### src/rtl/ahb_arbiter_param_if.sv
// AHB arbitration signal bundle shared by the requesting masters and the arbiter.
// The master modport is the requester side; the slave modport is taken by the arbiter.
interface ahb_arbiter_param_if #(
    parameter int unsigned NUM_MASTERS = 16,
    parameter int unsigned MASTER_W    = 4
) ();

    logic [NUM_MASTERS-1:0] hbusreq;
    logic [NUM_MASTERS-1:0] hlock;
    logic [1:0]             htrans;
    logic [2:0]             hburst;
    logic                   hready;
    logic [NUM_MASTERS-1:0] hgrant;
    logic [MASTER_W-1:0]    hmaster;
    logic                   hmastlock;

    modport master (
        output hbusreq, hlock, htrans, hburst, hready,
        input  hgrant, hmaster, hmastlock
    );

    modport slave (
        input  hbusreq, hlock, htrans, hburst, hready,
        output hgrant, hmaster, hmastlock
    );

endinterface

### src/rtl/ahb_arbiter_param.sv
// Parametrised AHB arbiter: round-robin or fixed priority, default-master parking,
// ownership held through locked sequences and fixed-length bursts.
module ahb_arbiter_param #(
    parameter int unsigned NUM_MASTERS    = 16,
    parameter int unsigned MASTER_W       = 4,
    parameter int unsigned RR_MODE        = 1,
    parameter int unsigned DEFAULT_MASTER = 0
) (
    input logic             hclk,
    input logic             hresetn,
    ahb_arbiter_param_if.slave bus
);

    localparam logic [1:0] HtransIdle   = 2'd0;
    localparam logic [1:0] HtransBusy   = 2'd1;
    localparam logic [1:0] HtransNonseq = 2'd2;
    localparam logic [1:0] HtransSeq    = 2'd3;

    localparam logic [NUM_MASTERS-1:0] DefGrant = NUM_MASTERS'(1) << DEFAULT_MASTER;
    localparam logic [MASTER_W-1:0]    DefIdx   = MASTER_W'(DEFAULT_MASTER);

    typedef enum logic [1:0] {StPark, StOwned, StBurst, StLocked} state_e;

    state_e                 state_q, state_d;
    logic [NUM_MASTERS-1:0] grant_q, grant_d;
    logic [MASTER_W-1:0]    hmaster_q, hmaster_d;
    logic                   hmastlock_q, hmastlock_d;
    logic [MASTER_W-1:0]    last_q, last_d;
    logic [4:0]             beat_q, beat_d;

    logic [MASTER_W-1:0]    g_idx;
    logic                   lock_cur;
    logic                   hold;
    logic [MASTER_W-1:0]    sel_lo, sel_hi, sel;
    logic                   found_lo, found_hi;

    // Grant is one-hot, so OR-ing the indices of set bits yields the encoded owner.
    always_comb begin
        g_idx = '0;
        for (int unsigned i = 0; i < NUM_MASTERS; i++) begin
            if (grant_q[i]) g_idx |= MASTER_W'(i);
        end
    end

    assign lock_cur = |(bus.hlock & grant_q);

    // StLocked mirrors hmastlock, StBurst mirrors beat_cnt > 1.
    assign hold = lock_cur | (state_q == StBurst) | (state_q == StLocked);

    // Round-robin: first requester above last_grant, else wrap to the lowest requester.
    always_comb begin
        sel_lo   = '0;
        sel_hi   = '0;
        found_lo = 1'b0;
        found_hi = 1'b0;
        for (int unsigned i = 0; i < NUM_MASTERS; i++) begin
            if (bus.hbusreq[i] && !found_lo) begin
                sel_lo   = MASTER_W'(i);
                found_lo = 1'b1;
            end
            if (bus.hbusreq[i] && !found_hi && (MASTER_W'(i) > last_q)) begin
                sel_hi   = MASTER_W'(i);
                found_hi = 1'b1;
            end
        end
        sel = ((RR_MODE != 0) && found_hi) ? sel_hi : sel_lo;
    end

    always_comb begin
        state_d     = state_q;
        grant_d     = grant_q;
        hmaster_d   = hmaster_q;
        hmastlock_d = hmastlock_q;
        last_d      = last_q;
        beat_d      = beat_q;

        if (bus.hready) begin
            hmaster_d   = g_idx;
            hmastlock_d = lock_cur;

            unique case (bus.htrans)
                HtransIdle: beat_d = 5'd0;
                HtransBusy: beat_d = beat_q;
                HtransNonseq: begin
                    unique case (bus.hburst)
                        3'd2, 3'd3: beat_d = 5'd3;
                        3'd4, 3'd5: beat_d = 5'd7;
                        3'd6, 3'd7: beat_d = 5'd15;
                        default:    beat_d = 5'd0;
                    endcase
                end
                HtransSeq: begin
                    if (beat_q != 5'd0) beat_d = beat_q - 5'd1;
                end
                default: beat_d = beat_q;
            endcase

            if (!hold) begin
                if (found_lo) begin
                    grant_d = NUM_MASTERS'(1) << sel;
                    last_d  = sel;
                end else begin
                    grant_d = DefGrant;
                end
            end

            if (hmastlock_d) begin
                state_d = StLocked;
            end else if (beat_d > 5'd1) begin
                state_d = StBurst;
            end else if ((grant_d == DefGrant) && !found_lo) begin
                state_d = StPark;
            end else begin
                state_d = StOwned;
            end
        end
    end

    always_ff @(posedge hclk) begin
        if (!hresetn) begin
            state_q     <= StPark;
            grant_q     <= DefGrant;
            hmaster_q   <= DefIdx;
            hmastlock_q <= 1'b0;
            last_q      <= DefIdx;
            beat_q      <= 5'd0;
        end else begin
            state_q     <= state_d;
            grant_q     <= grant_d;
            hmaster_q   <= hmaster_d;
            hmastlock_q <= hmastlock_d;
            last_q      <= last_d;
            beat_q      <= beat_d;
        end
    end

    assign bus.hgrant    = grant_q;
    assign bus.hmaster   = hmaster_q;
    assign bus.hmastlock = hmastlock_q;

endmodule

### src/flat_wrapper.sv
// flat-port wrapper written by rule: the top's interface ports become plain ports
module ahb_arbiter_param_flat 
#(
    parameter int unsigned NUM_MASTERS    = 16,
    parameter int unsigned MASTER_W       = 4,
    parameter int unsigned RR_MODE        = 1,
    parameter int unsigned DEFAULT_MASTER = 0
)
  (hclk, hresetn, bus_hbusreq, bus_hlock, bus_htrans, bus_hburst, bus_hready, bus_hgrant, bus_hmaster, bus_hmastlock);
  ahb_arbiter_param_if #(.NUM_MASTERS(NUM_MASTERS), .MASTER_W(MASTER_W)) bus_i ();
  input logic hclk;
  input logic hresetn;
  input wire logic [$bits(bus_i.hbusreq)-1:0] bus_hbusreq;
  input wire logic [$bits(bus_i.hlock)-1:0] bus_hlock;
  input wire logic [$bits(bus_i.htrans)-1:0] bus_htrans;
  input wire logic [$bits(bus_i.hburst)-1:0] bus_hburst;
  input wire logic [$bits(bus_i.hready)-1:0] bus_hready;
  output wire logic [$bits(bus_i.hgrant)-1:0] bus_hgrant;
  output wire logic [$bits(bus_i.hmaster)-1:0] bus_hmaster;
  output wire logic [$bits(bus_i.hmastlock)-1:0] bus_hmastlock;
  assign bus_i.hbusreq = bus_hbusreq;
  assign bus_i.hlock = bus_hlock;
  assign bus_i.htrans = bus_htrans;
  assign bus_i.hburst = bus_hburst;
  assign bus_i.hready = bus_hready;
  assign bus_hgrant = bus_i.hgrant;
  assign bus_hmaster = bus_i.hmaster;
  assign bus_hmastlock = bus_i.hmastlock;
  ahb_arbiter_param #(.NUM_MASTERS(NUM_MASTERS), .MASTER_W(MASTER_W), .RR_MODE(RR_MODE), .DEFAULT_MASTER(DEFAULT_MASTER)) u_core (.hclk(hclk), .hresetn(hresetn), .bus(bus_i));
endmodule
### config.mk
export PLATFORM = sky130hd
export DESIGN_NAME = ahb_arbiter_param_flat
export DESIGN_NICKNAME = d
export VERILOG_FILES = /design/src/rtl/ahb_arbiter_param_if.sv /design/src/rtl/ahb_arbiter_param.sv /design/src/flat_wrapper.sv
export SDC_FILE = /design/constraint.sdc
export NUM_CORES = 1
export LEC_CHECK = 0
export ABC_AREA = 1
export CORE_UTILIZATION = 53
export CTS_CLUSTER_DIAMETER = 120
export CTS_CLUSTER_SIZE = 28
export DETAILED_ROUTE_END_ITERATION = 12
export PLACE_DENSITY = 0.94
export SETUP_SLACK_MARGIN = 0.2
export SKIP_CTS_REPAIR_TIMING = 1
export SYNTH_ARGS = -nofsm -noshare
export SYNTH_HDL_FRONTEND = slang
export SYNTH_SLANG_ARGS = --single-unit
### constraint.sdc
create_clock -name hclk -period 5.1 [get_ports hclk]
set_clock_uncertainty 0.1 [all_clocks]
set_input_delay 1.02 -clock hclk [delete_from_list [all_inputs] [get_ports hclk]]
set_output_delay 1.02 -clock hclk [all_outputs]
set_load 0.02 [all_outputs]
# [Word-level counts from Yosys, hierarchy flattened]
# Index checks and enable logic that the tools add are counted.
[word_totals] register_bits=32 in_bits=40 out_inout_bits=21 elab_cells=214
[op_classes] n_addsub=1 n_lt_le_gt_ge=17 eq_ne=12 shifts=1 mux=88 n_bitwise=4 reduce_logical=85
[ops] cell="$mux W4" n=31
[ops] cell="$mux W16" n=3
[ops] cell="$logic_and A1 B1 Y1" n=47
[ops] cell="$mux W1" n=36
[ops] cell="$gt A4 B4 Y1 const A" n=8
[ops] cell="$logic_not A1 Y1" n=31
[ops] cell="$mux W3" n=8
[ops] cell="$pmux W5 S4" n=1
[ops] cell="$and A16 B16 Y16" n=1
[ops] cell="$eq A16 B1 Y1 const B" n=1
[ops] cell="$gt A3 B4 Y1 const A" n=4
[ops] cell="$reduce_or A16 Y1" n=1
[ops] cell="$shl A1 B4 Y16 const A" n=1
[ops] cell="$eq A3 B3 Y1 const B" n=4
[ops] cell="$mux W2" n=6
[ops] cell="$pmux W4 S3" n=1
[ops] cell="$mux W5" n=2
[ops] cell="$eq A2 B2 Y1 const B" n=4
[ops] cell="$gt A1 B4 Y1 const A" n=2
[ops] cell="$gt A2 B4 Y1 const A" n=2
[ops] cell="$eq A3 B2 Y1 const B" n=2
[ops] cell="$reduce_or A2 Y1" n=3
[ops] cell="$gt A5 B1 Y1 const B" n=1
[ops] cell="$reduce_bool A5 Y1" n=1
[ops] cell="other kinds (6)" n=7

# [Longest topological paths before layout]
# Gate-level depths: netlist of run 1.
[depth] word_depth=73 ltp_mapped=20

# [Least setup slack after synthesis of run 1]
# No wires, ideal clock.
[synth_timing] kind="input port to flip-flop" startpoint="input port bus_hbusreq[3]" endpoint="register u_core.grant_q[3] (netlist: u_core.bus.hgrant[3])" t_arrival_ns=2.669 slack_ns=2.204 stages=15 path_cell_list="nor2_1 -> nand4_1 -> nor2_2 -> nand4_1 -> nor2_2 -> nand4_1 -> nor3_1 -> inv_1 -> nand2_1 -> inv_1 -> nand2_1 -> nor2_2 -> inv_2 -> a2bb2oi_1 -> nor2_1"
[synth_via] elab_chain_cells=56 word_cells_on_any_way=120 cone_classes="1 x shift; 56 x mux; 63 x reduce/logical"
[synth_lines] item="start: declaration" line_no="flat_wrapper.sv:13" text="input wire logic [$bits(bus_i.hbusreq)-1:0] bus_hbusreq;"
[synth_lines] item="$logic_and A1 B1 Y1 (2 in a row)" line_no="ahb_arbiter_param.sv:61" text="if (bus.hbusreq[i] && !found_hi && (MASTER_W'(i) > last_q)) begin"
[synth_lines] item="$mux W1" line_no="ahb_arbiter_param.sv:61"
[synth_lines] item="$logic_not A1 Y1" line_no="ahb_arbiter_param.sv:61"
[synth_lines] item="$logic_and A1 B1 Y1 (2 in a row)" line_no="ahb_arbiter_param.sv:61"
[synth_lines] item="$mux W1" line_no="ahb_arbiter_param.sv:61"
[synth_lines] item="$logic_not A1 Y1" line_no="ahb_arbiter_param.sv:61"
[synth_lines] item="$logic_and A1 B1 Y1 (2 in a row)" line_no="ahb_arbiter_param.sv:61"
[synth_lines] item="$mux W1" line_no="ahb_arbiter_param.sv:61"
[synth_lines] item="[... 36 more ...]"
[synth_lines] item="$logic_not A1 Y1" line_no="ahb_arbiter_param.sv:61"
[synth_lines] item="$logic_and A1 B1 Y1 (2 in a row)" line_no="ahb_arbiter_param.sv:61"
[synth_lines] item="$mux W4 / $mux W1 (equally long branches)" line_no="ahb_arbiter_param.sv:61"
[synth_lines] item="$mux W4" line_no="ahb_arbiter_param.sv:66" text="sel = ((RR_MODE != 0) && found_hi) ? sel_hi : sel_lo;"
[synth_lines] item="$shl A1 B4 Y16" line_no="ahb_arbiter_param.sv:100" text="grant_d = NUM_MASTERS'(1) << sel;"
[synth_lines] item="$mux W16 (*)" line_no="ahb_arbiter_param.sv:99" text="if (found_lo) begin"
[synth_lines] item="$mux W16 (*)" line_no="ahb_arbiter_param.sv:98" text="if (!hold) begin"
[synth_lines] item="$mux W16 (*)" line_no="ahb_arbiter_param.sv:77" text="if (bus.hready) begin"
[synth_lines] item="end signal: assignment" line_no="ahb_arbiter_param.sv:122" text="grant_q <= DefGrant;"
[synth_lines] item="end signal: assignment" line_no="ahb_arbiter_param.sv:129" text="grant_q <= grant_d;"
[synth_lines] item="end: declaration" line_no="ahb_arbiter_param.sv:25" text="logic [NUM_MASTERS-1:0] grant_q, grant_d;"
# Every way passes the cells marked *; elsewhere a longest branch is shown, timed or not. The select of a mux whose other input is x is not followed.
# A chain may end at the register's enable or synchronous reset.

# [Worst setup path in the final report of run 1]
[layout_timing] startpoint="input port bus_hlock[10]" endpoint="register u_core.grant_q[4] (netlist: u_core.bus.hgrant[4])"
[layout_via] elab_chain_cells=6
[layout_lines] item="start: declaration" line_no="flat_wrapper.sv:14" text="input wire logic [$bits(bus_i.hlock)-1:0] bus_hlock;"
[layout_lines] item="$and A16 B16 Y16" line_no="ahb_arbiter_param.sv:45" text="assign lock_cur = |(bus.hlock & grant_q);"
[layout_lines] item="$reduce_or A16 Y1" line_no="ahb_arbiter_param.sv:45"
[layout_lines] item="$or A1 B1 Y1 (2 in a row)" line_no="ahb_arbiter_param.sv:48" text="assign hold = lock_cur | (state_q == StBurst) | (state_q == StLocked);"
[layout_lines] item="$mux W16" line_no="ahb_arbiter_param.sv:98"
[layout_lines] item="$mux W16" line_no="ahb_arbiter_param.sv:77"
# Every way passes these cells. The select of a mux whose other input is x is not followed.

==> results of run 1 <==
-- Yosys cell counts, types with 3 or more instances --
library cell	instances	area, um^2
a21oi_1	21	105
a221oi_1	3	26.3
a22o_1	4	35.0
a31oi_1	3	18.8
clkbuf_1	5	18.8
dfxtp_1	31	621
inv_1	60	225
inv_2	8	30.0
nand2_1	48	180
nand2_2	4	25.0
nand3_1	25	125
nand3_2	3	30.0
nand4_1	8	50.1
nor2_1	54	203
nor2_2	8	50.1
nor2_4	3	33.8
nor3_1	6	30.0
o211ai_1	16	120
o21ai_0	19	95.1
o21ai_2	3	26.3
o221ai_1	3	26.3
-- cell type report --
cell class	instances	area [um^2]
Fill cell	336	1060
Timing Repair Buffer	59	591
Multi-Input combinational cell	255	1400
Sequential cell	31	621
Tap cell	50	62.6
Clock inverter	1	5.00
Clock buffer	6	82.6
Inverter	70	263
-- per-stage QoR --
stage	hold WS (ns)	total power, mW	area, um^2
after floorplan	0.359	0.432	2300
after global placement	0.338	0.512	2930
after detailed placement	0.345	0.521	2930
after CTS	0.362	0.720	3020
after global routing	0.378	0.764	3020
final	0.356	0.726	3020
-- cell families after synthesis --
group           after synthesis  share of synthesized area
simple gates                167                      0.351
compound gates               85                      0.243
buf+inv                      76                      0.124
flops                        31                      0.269
xor+xnor                      2                    0.00761
fa+ha+maj                     1                    0.00543
-- routing by layer --
metal,share of wire,vias to the layer above,GRT usage,routed length (um)
li1,-,1343,-,-
met2,0.48,159,0.527,3250
met1,0.40,1236,0.369,2670
met5,0,-,0,0
met4,0.033,0,0.169,221
met3,0.091,32,0.0833,617
-- sequential cells by signal, summed over array words and instances (netlist names) --
signal	flops
u_core.bus.hgrant	16
u_core.beat_q	5
u_core.bus.hmaster	4
u_core.last_q	4
u_core.bus.hmastlock	1
u_core.state_q	1
-- worst paths after layout --
| kind | endpoint | slack, ns | depth (start not counted) |
|---|---|---|---|
| worst min register to register | u_core.bus.hmastlock$_SDFFE_PN0P_ | 0.36 | 1 |
| worst min-delay path | u_core.bus.hmastlock$_SDFFE_PN0P_ | 0.36 | 1 |
| worst max register to register | u_core.bus.hgrant[4]$_SDFFE_PN0P_ | 2.24 | 11 |
| worst max-delay path | u_core.bus.hgrant[4]$_SDFFE_PN0P_ | 1.46 | 12 |
-- where the power goes --
group          switching (mW)  internal (mW)
clock                  0.0953          0.106
combinational           0.148          0.101
sequential             0.0182          0.258
total                   0.261          0.464
==> results.toml, run 1 <==
[pwr]
cellLeakagePower_nw = 1.34
power_density_nw_per_um2 = 240
ir_worst_vdd_mv = 0.155

[floorplan]
initial_utilization = 0.564
die_w_um = 67.9
rows = 23
io-pin-count = 61
die-height_um = 67.9
die-area_um2 = 4610
coreArea_um2 = 4090

[sta]
tightest_slew_ns = 0.812
max-slew-margin-rel = 0.457
period_share = 0.713
slew_viol_final = 0
grt_setup_unrepaired = "false"
timing.fmax_mhz = 275
finalHoldViolCount = 0
period_minus_slack_ns = 3.64
setup_tns_ns = 0
setup_viol_count_final = 0
setup_ws_ns = 1.46

[global_route]
track_usage = 0.317
grt_max_degree = 25
grt_pass1_vias = 2507
grt_pass1_wl_um = 11000
grt_overflow_total = 0
antenna_found_initial = 0

[synth]
syn-cell-area_um2 = 2300
syn-mean-instance-area_um2 = 6.36
synthFlopType = "dfxtp_1"
syn-num-nets = 403
synth_edf_count = 0
yosysSeqAreaShare = 0.269
synth_cell_types = 41
synth_cells = 362
synth_seq_cells = 31
async_flop_share = 0
ys_warn_count = 0

[detailed_routing]
wl_per_cell_um = 14.3
vias_per_cell = 5.87
drtAntennaViolNets = 0
drt_wl_total_um = 6760
num_vias = 2770
drtIter0Drc = 272
dr.pass1.iters = 6
remaining_drc_errors = 0

[placement]
gp_congestion = 0.924
hpwl_um = 5050
place_inst = 465
dpl_worst_slack_ns = 1.28
portBuffers = 59

[critical_path]
crit_start = "bus_hlock[10]"
start_kind = "primary input"
end_kind = "register"
critPathMaxStageDelay_ns = 0.49
crit_path_cell_trace = "clkdlybuf4s50_1 -> a22o_1 -> a221oi_1 -> nand4_1 -> nor2_1 -> nand2_1 -> inv_1 -> nand2_1 -> nor2_2 -> inv_2 -> o21a_1 -> nor2_1"
crit_fanout = 9
r2r_start = "u_core.bus.hgrant[10]$_SDFFE_PN0P_"
worstPathRequired_ns = 5.21
slowest_stage = "nor2_1"
cp_num_buf_inv = 3
worst_ep_arrival_time_ns = 3.75
crit_family = "simple AND/OR/NAND/NOR gates"
worstSetupPathType = "primary input to register"

[clock_tree]
cts_inserted_buffers = 5
cts_tree = "yes"
cts_buffer_depth = 2
cts_root_buf = "clkbuf_8"
htree_levels = 2
cts.sinks = 31
clk_latency_ns = 0.29
clk_pin_slew_worst_paths_ns = 0.06

[finish]
final_core_util = 0.739
fin_cells = 472
syn_to_final_growth_pct = 31.2
final_common_cell = "inv_1"
mostFrequentLayoutCells = "inv_1 (60), clkdlybuf4s50_1 (59), nor2_1 (54)"
diodes = 0
num-nets-final = 463
drive_gt1_frac = 0.0972

[job]
cap_violations = 0

[hold_path]
hold_class = "register to register"
hold_path.startpoint = "u_core.bus.hmastlock$_SDFFE_PN0P_"

[run_status]
status = "finished clean"
(Power assumes the default switching activity.)
==> run 2, diff against run 1 <==
Settings changed: CORE_UTILIZATION 53 to 44, PLACE_DENSITY 0.94 to 0.84.
Clock period 5.1 ns to 3.1 ns, I/O delays scaled along.
==> results.toml, run 2 (same netlist as run 1, synthesis figures left out) <==
[run_status]
status = "finished clean"

[critical_path]
worst_ep_arrival_time_ns = 2.85
crit_start = "bus_hbusreq[8]"
crit_end = "u_core.bus.hgrant[10]$_SDFFE_PN0P_"
reg2reg_depth = 16
r2r-end = "u_core.bus.hgrant[10]$_SDFFE_PN0P_"
worstPathRequired_ns = 3.23
end_kind = "register"
worstSetupPathType = "primary input to register"
crit_fanout = 7
reg2reg_slack_ns = 0.43
r2r_start = "u_core.last_q[1]$_SDFFE_PN0P_"
start_kind = "primary input"

[detailed_routing]
num_vias = 2729
drt_wl_total_um = 6920
vias_per_cell = 5.36
wl_per_cell_um = 13.6
drtAntennaViolNets = 0
drtIter0Drc = 217
dr.pass1.iters = 6
remaining_drc_errors = 0

[placement]
gp_congestion = 0.889
post_dp_cell_area_um2 = 3050
dpl_worst_slack_ns = -0.0730
portBuffers = 59
hpwl_um = 5240

[clock_tree]
clk_latency_ns = 0.29
cts_inserted_buffers = 5
cts_tree = "yes"
htree_levels = 2
cts.sinks = 31
cts_buffer_depth = 2
clk_pin_slew_worst_paths_ns = 0.07
cts_root_buf = "clkbuf_8"

[global_route]
grt_util_met2 = 0.467
grtUsageMet3 = 0.0447
met1_usage = 0.307
grt_pass1_wl_um = 11000
busiest_layer = "met2"
grt_pass1_vias = 2513
grt_max_degree = 24
track_usage = 0.255
grt_overflow_total = 0
antenna_found_initial = 0

[finish]
mostFrequentLayoutCells = "inv_1 (58), clkdlybuf4s50_1 (52), nand2_1 (48), nor2_1 (48), dfxtp_1 (31)"
syn_to_final_growth_pct = 42.2
diodes = 0
final_common_cell = "inv_1"
final_core_util = 0.671
final_area_um2 = 3280
drive_gt1_frac = 0.161
num-nets-final = 482
largest_register_ffs = 16
fillers = 415

[sta]
tightest_slew_ns = 0.529
setup_viol_count_final = 0
timing.fmax_mhz = 367
setup_ws_ns = 0.374
worst_hold_slack_ns = 0.365
max-slew-margin-rel = 0.645
finalHoldViolCount = 0
grt_setup_unrepaired = "false"
period_minus_slack_ns = 2.73
slew_viol_final = 0
period_share = 0.879

[floorplan]
die-height_um = 74.4
die_w_um = 74.4
rows = 25
coreArea_um2 = 4880
die-area_um2 = 5530
initial_utilization = 0.472
io-pin-count = 61

[hold_path]
hold_class = "register to register"

[pwr]
ir_worst_vdd_mv = 0.254
power_density_nw_per_um2 = 382
cellLeakagePower_nw = 1.51

[job]
cap_violations = 0
-- run 2: cell count changes in the layout (fill, tap and decap cells not counted), moves of 5 or more --
cell             delta
nor2_1              -6
buf_4              +19
clkdlybuf4s50_1     -7
dlymetal6s2s_1      +7
nor2_2              +5
-- run 2: worst min path at each step --
stage                                                  from                           endpoint  slack [ns]  depth (start not counted)
after global placement    u_core.bus.hmastlock$_SDFFE_PN0P_  u_core.bus.hmastlock$_SDFFE_PN0P_        0.34                          1
after CTS                 u_core.bus.hmastlock$_SDFFE_PN0P_  u_core.bus.hmastlock$_SDFFE_PN0P_        0.37                          1
after global routing      u_core.bus.hmastlock$_SDFFE_PN0P_  u_core.bus.hmastlock$_SDFFE_PN0P_        0.40                          1
after detailed placement  u_core.bus.hmastlock$_SDFFE_PN0P_  u_core.bus.hmastlock$_SDFFE_PN0P_        0.35                          1
final                     u_core.bus.hmastlock$_SDFFE_PN0P_  u_core.bus.hmastlock$_SDFFE_PN0P_        0.37                          1
after floorplan               u_core.beat_q[4]$_SDFFE_PN0P_      u_core.beat_q[4]$_SDFFE_PN0P_        0.36                          2
-- run 2: final cells by class --
type | count | area, um^2 | share of cell area
Timing Repair Buffer | 78 | 751 | 0.229
Sequential cell | 31 | 621 | 0.189
Clock buffer | 8 | 100 | 0.0306
Multi-Input combinational cell | 255 | 1460 | 0.445
Tap cell | 67 | 83.8 | 0.0256
Inverter | 70 | 263 | 0.0802
-- run 2: power by group --
group          internal (mW)  leakage (nW)  switching [mW]
registers              0.424         0.254          0.0292
clock network          0.202        0.0515           0.150
logic                  0.191          1.20           0.256
-- run 2: worst max-delay path, stage by stage --
cell,delay [ns]
clkdlybuf4s50_1,0.48
nand2_1,0.20
nand4_4,0.14
nor2_4,0.16
nand4_4,0.11
nor2_4,0.17
nand3_4,0.15
o21ai_4,0.28
nand2_1,0.09
nor2_2,0.15
nand2_1,0.07
o21ai_0,0.08
o21ai_1,0.07
inv_1,0.07
-- run 2: layer usage --
metal  vias to the layer above  part of all wire
li1                       1382                 -
met1                      1248              0.43
met2                        91              0.51
met3                         8             0.051
met4                         0             0.011
met5                         -                 0
-- run 2: per-stage QoR --
step,power (mW),instances,TNS [ns]
floorplan,0.711,362,0
global placement,0.864,494,0
detailed placement,0.876,494,-0.169
CTS,1.23,502,0
global route,1.32,509,0
finish,1.25,509,0
